==> config.mk <==
export PLATFORM = sky130hd
export DESIGN_NAME = uart_rx
export DESIGN_NICKNAME = d
export VERILOG_FILES = /design/src/rtl/uart_rx.sv
export SDC_FILE = /design/constraint.sdc
export NUM_CORES = 1
export LEC_CHECK = 0
export CORE_ASPECT_RATIO = 0.7
export CORE_MARGIN = 5
export CORE_UTILIZATION = 43
export CTS_CLUSTER_DIAMETER = 80
export DETAILED_ROUTE_END_ITERATION = 6
export GPL_ROUTABILITY_DRIVEN = 0
export HOLD_SLACK_MARGIN = 0.15
export PLACE_DENSITY_LB_ADDON = 0.05
export SYNTH_ARGS = -nofsm -noshare
export SYNTH_HDL_FRONTEND = slang
export SYNTH_SLANG_ARGS = --single-unit
==> constraint.sdc <==
create_clock -name clk -period 2.47 [get_ports clk]
set_input_delay 0.494 -clock clk [delete_from_list [all_inputs] [get_ports clk]]
set_output_delay 0.494 -clock clk [all_outputs]
set_load 0.1 [all_outputs]
==> src/rtl/uart_rx.sv <==
// ============================================================================
// uart_rx : oversampling UART receiver with a valid/ready output and error flags
// Revision 1.0
// ============================================================================
`default_nettype none

module uart_rx #(
   parameter int DATA_BITS    = 8,
   parameter int CLKS_PER_BIT = 8
) (
   input  logic                 clk,
   input  logic                 reset,
   input  logic                 rx_in,
   output logic [DATA_BITS-1:0] data_out,
   output logic                 data_valid,
   input  logic                 data_ready,
   output logic                 frame_err,
   output logic                 overrun_err,
   output logic                 busy
);

   localparam int BAUD_W = $clog2(CLKS_PER_BIT);
   localparam int BIT_W  = $clog2(DATA_BITS + 1);

   localparam logic [BAUD_W-1:0] HALF_LAST = BAUD_W'(CLKS_PER_BIT / 2 - 1);
   localparam logic [BAUD_W-1:0] BAUD_LAST = BAUD_W'(CLKS_PER_BIT - 1);
   localparam logic [BIT_W-1:0]  BITS_LAST = BIT_W'(DATA_BITS - 1);

   typedef enum logic [2:0] {
      IDLE      = 3'd0,
      START     = 3'd1,
      DATA      = 3'd2,
      STOP      = 3'd3,
      WAIT_HIGH = 3'd4
   } state_t;

   state_t               state;
   state_t               next_state;
   logic                 sync_1;
   logic                 rx_sync;
   logic [BAUD_W-1:0]    baud_cnt;
   logic [BIT_W-1:0]     bit_cnt;
   logic [DATA_BITS-1:0] shreg;
   logic [DATA_BITS-1:0] shift_next;
   logic                 shift_en;
   logic                 load;
   logic                 ovr_set;
   logic                 ferr_set;

   // Two-flop synchronizer; resets high so the idle line never looks like a start bit
   always_ff @(posedge clk or posedge reset) begin
      if (reset) begin
         sync_1  <= 1'b1;
         rx_sync <= 1'b1;
      end else begin
         sync_1  <= rx_in;
         rx_sync <= sync_1;
      end
   end

   always_ff @(posedge clk or posedge reset) begin
      if (reset) begin
         state <= IDLE;
      end else begin
         state <= next_state;
      end
   end

   always_comb begin
      next_state = state;
      shift_en   = 1'b0;
      load       = 1'b0;
      ovr_set    = 1'b0;
      ferr_set   = 1'b0;
      case (state)
         IDLE: begin
            if (!rx_sync) next_state = START;
         end
         START: begin
            if (baud_cnt == HALF_LAST) next_state = rx_sync ? IDLE : DATA;
         end
         DATA: begin
            if (baud_cnt == BAUD_LAST) begin
               shift_en = 1'b1;
               if (bit_cnt == BITS_LAST) next_state = STOP;
            end
         end
         STOP: begin
            if (baud_cnt == BAUD_LAST) begin
               if (rx_sync) begin
                  next_state = IDLE;
                  if (!data_valid || data_ready) load = 1'b1;
                  else                           ovr_set = 1'b1;
               end else begin
                  next_state = WAIT_HIGH;
                  ferr_set   = 1'b1;
               end
            end
         end
         WAIT_HIGH: begin
            if (rx_sync) next_state = IDLE;
         end
         default: next_state = IDLE;
      endcase
   end

   // New bit enters the MSB so the first (LSB) bit lands in bit 0 after the last shift
   always_comb begin
      shift_next                = shreg >> 1;
      shift_next[DATA_BITS-1]   = rx_sync;
   end

   always_ff @(posedge clk or posedge reset) begin
      if (reset) begin
         baud_cnt <= '0;
         bit_cnt  <= '0;
         shreg    <= '0;
      end else begin
         if (next_state != state) begin
            baud_cnt <= '0;
            bit_cnt  <= '0;
         end else if (shift_en) begin
            baud_cnt <= '0;
            bit_cnt  <= bit_cnt + BIT_W'(1);
         end else if (state == START || state == DATA || state == STOP) begin
            baud_cnt <= baud_cnt + BAUD_W'(1);
         end
         if (shift_en) shreg <= shift_next;
      end
   end

   always_ff @(posedge clk or posedge reset) begin
      if (reset) begin
         data_out    <= '0;
         data_valid  <= 1'b0;
         frame_err   <= 1'b0;
         overrun_err <= 1'b0;
      end else begin
         frame_err   <= ferr_set;
         overrun_err <= ovr_set;
         if (load) begin
            data_out   <= shreg;
            data_valid <= 1'b1;
         end else if (data_valid && data_ready) begin
            data_valid <= 1'b0;
         end
      end
   end

   assign busy = (state != IDLE);

endmodule

`default_nettype wire

==> results.sh <==
export IMPL_finClkSkew_ns=0.00520
export IMPL_global_route_overflow_total=0
export IMPL_comb_power_share_pct=21.3
export IMPL_place_port_buffers=15
export IMPL_fp_row_count=17
export IMPL_dr_pass1_iters=4
export IMPL_clock_latency_ns=0.28
export IMPL_timing_max_slew_rel_slack_pct=64.6
export IMPL_ant_nets=0
export IMPL_path_clk_slew_ns=0.06
export IMPL_synth_enable_flop_cells=0
export IMPL_netSwitchingPower_uw=406
export IMPL_post_synth_main_area_contributors="dfrtp_1 (52%), nand2_1 (8.6%), mux2_2 (6.5%)"
export IMPL_diode_insertion_count_for_antenna_repair=0
export IMPL_detail_route_wirelength_mm=2.47
export IMPL_average_size_of_a_mapped_cell_um2=10.9
export IMPL_number_of_register_bits_inferred_by_synthesis=31
export IMPL_wire_length_of_the_first_global_routing_pass_mm=4.39
export IMPL_critPathRequiredTime_ns=2.63
export IMPL_postLayoutCoreUtil_pct=52.3
export IMPL_cts_root_to_sink_buffers=2
export IMPL_power_total_uw=1340
export IMPL_timing_setup_critical_path_class="register to register"
export IMPL_post_synth_top_area_cell="dfrtp_1"
export IMPL_path_common_cell="ha_1"
export IMPL_timing_final_crit_period_ns=1.95
export IMPL_worst_endpoint_arrival_ns=2.10
export IMPL_power_static_leakage_uw=0.000825
export IMPL_synth_net_count=135
export IMPL_critical_path_cell_chain="ha_1 -> ha_1 -> inv_1 -> nor4b_4 -> nand3_2 -> mux2_2"
export IMPL_nNetsFinal=153
export IMPL_cell_with_the_most_instances_after_synthesis="nand2_1"
export IMPL_routed_via_count=931
export IMPL_yosysSeqAreaShare_pct=56.0
export IMPL_async_flop_share_pct=100
export IMPL_tightest_slew_ns=0.528
export IMPL_synth_top_cells_by_count="nand2_1 (32), dfrtp_1 (29), a21oi_1 (8), mux2_2 (8), nor2_1 (8)"
export IMPL_die_h_um=57.6
export IMPL_netlist_area_leader_share_pct=52.2
export IMPL_hold_buffers=0
export IMPL_min_period_over_period_pct=78.8
export IMPL_first_global_vias=900
export IMPL_final_layout_size_suffix_gt1_share_pct=24.0
export IMPL_drt_iter0_drc=75
export IMPL_drt_drc_violations_left=0
export IMPL_design_portCount=16
export IMPL_hold_viol_final=0
export IMPL_cell_with_the_largest_stage_delay_on_the_worst_path="dfrtp_1"
export IMPL_final_cell_count_no_fill=184
export IMPL_clkSinkCount=31
export IMPL_num_fill_cells=279
export IMPL_htree_num_levels=2
export IMPL_dominant_register_cell_in_the_synthesized_netlist="dfrtp_1"
export IMPL_swShare_pct=30.3
export IMPL_tritoncts="done"
export IMPL_place_inst=176
export IMPL_clock_fmax_ghz=0.514
export IMPL_clkPwrFrac_pct=32.0
export IMPL_post_cts_resized_instances=0
export IMPL_netlist_area_um2=1390
export IMPL_grt_usage_pct=12.5
export IMPL_postSynthCellCount=127
export IMPL_cts_root_buf="clkbuf_8"
export IMPL_synth_distinct_cells=32
export IMPL_slew_violations=0
export IMPL_power_internal_uw=933
export IMPL_hpwl_mm=1.71
export IMPL_fp_coreArea_um2=3130
export IMPL_powerDensity_nw_per_um2=819
export IMPL_worst_hold_path_type="register to register"
export IMPL_critPathLaunchType="register"
export IMPL_ir_drop_mv=0.377
export IMPL_dieArea_um2=4490
export IMPL_chipWidth_um=78.0
export IMPL_pin_count_of_the_biggest_net_entering_global_routing=32
export IMPL_max_cap_viol_count=0
export IMPL_cts_buffers_inserted=5
export IMPL_power_share_sequential_pct=46.7
export IMPL_outcome="finished, final reports clean"
export IMPL_grt_setup_unrepaired="false"
export IMPL_max_stage_delay_ns=0.37
export IMPL_setup_worst_path_end_class="register"
export IMPL_route_detailed_vias_per_inst=5.06
export IMPL_antenna_violations_before_repair=0
export IMPL_final_setup_violations=0
export IMPL_area_growth_syn_to_layout_pct=17.6
export IMPL_route_detailed_wl_per_inst_um=13.4
export IMPL_totalNegativeSetupSlack_ns=0
export IMPL_floorplan_initialDensity_pct=44.5
export IMPL_critPathMaxFanout=8
export IMPL_post_cts_setup_buffers=0
export IMPL_synth_warning_count=0
[flip-flops by register name, indices dropped and copies added (netlist names)]
register     cells
baud_cnt         3
bit_cnt          4
data_out         8
data_valid       1
frame_err        1
overrun_err      1
rx_sync          1
shreg            8
state            3
sync_1           1
[cell usage in the layout, fill, tap and decap left out, types with 2 or more instances in the layout]
cell and count:
clkdlybuf4s50_1 3, mux2_2 8, inv_1 4, ha_1 4, or3_1 4, dfrtp_1 29, nand2_1 32, nor2_1 8
nand2b_1 2, clkbuf_8 7, nor3_1 3, dfstp_2 2, buf_4 14, a21oi_1 8
[logic make-up after synthesis]
| logic type | share of synthesized area [%] |
|---|---|
| AO/OA/AOI/OAI | 6.66 |
| XOR/XNOR | 0.630 |
| adder cells (fa/ha/maj) | 3.60 |
| buffers and inverters | 3.78 |
| flip-flops | 56.0 |
| multiplexers | 7.20 |
| AND/OR/NAND/NOR | 22.1 |
[path summary, 6_finish.rpt]
path                              from           to  slack [ns]  cells after the start
min reg2reg                     sync_1      rx_sync        0.36                      0
min                             sync_1      rx_sync        0.36                      0
max                        baud_cnt[0]  data_out[5]        0.52                      6
min in group asynchronous        reset     state[1]        0.60                      3
max reg2reg                baud_cnt[0]  data_out[5]        0.52                      6
max in group asynchronous        reset      rx_sync        1.54                      3
[through the flow]
step / cell area [um2] / hold slack, ns / worst slack (ns)
floorplan: 1390 / 0.345 / 0.677
global placement: 1540 / 0.354 / 0.638
detailed placement: 1540 / 0.347 / 0.516
CTS: 1640 / 0.356 / 0.518
global route: 1640 / 0.361 / 0.357
finish: 1640 / 0.356 / 0.525
[critical path: cells and delay by family, from the launching register on]
kind          cells  cell delay [ns]
buf+inv           1             0.13
fa+ha+maj         2             0.46
flops             1             0.37
simple gates      2             0.52
mux               1             0.35
[power by group through the flow]
stage | Sequential, uW | Clock [uW] | Combinational [uW]
2_1_floorplan | 603 | 0 | 271
3_3_place_gp | 630 | 0 | 288
3_5_place_dp | 632 | 0 | 286
4_1_cts | 623 | 443 | 287
5_1_grt | 634 | 467 | 321
6_report | 625 | 429 | 285
[layout make-up]
type | instances | area [um2] | share of cell area, %
flip-flops and latches | 31 | 778 | 47.6
multi-input cells | 86 | 559 | 34.2
repair buffers | 17 | 135 | 8.26
clock buffers | 8 | 100 | 6.12
well taps | 38 | 47.5 | 2.91
inverters | 4 | 15.0 | 0.918
[per-layer routing]
| metal | vias up | global-route usage (%) | part of all wire [%] | routed length [um] |
|---|---|---|---|---|
| met3 | 4 | 5.36 | 5.5 | 136 |
| met1 | 447 | 18.0 | 52 | 1280 |
| li1 | 465 | - | - | - |
| met5 | - | 0 | 0 | 0 |
| met2 | 15 | 16.8 | 42 | 1030 |
| met4 | 0 | 4.34 | 1.1 | 27 |
No activity file was read; power rests on OpenSTA's default activity.
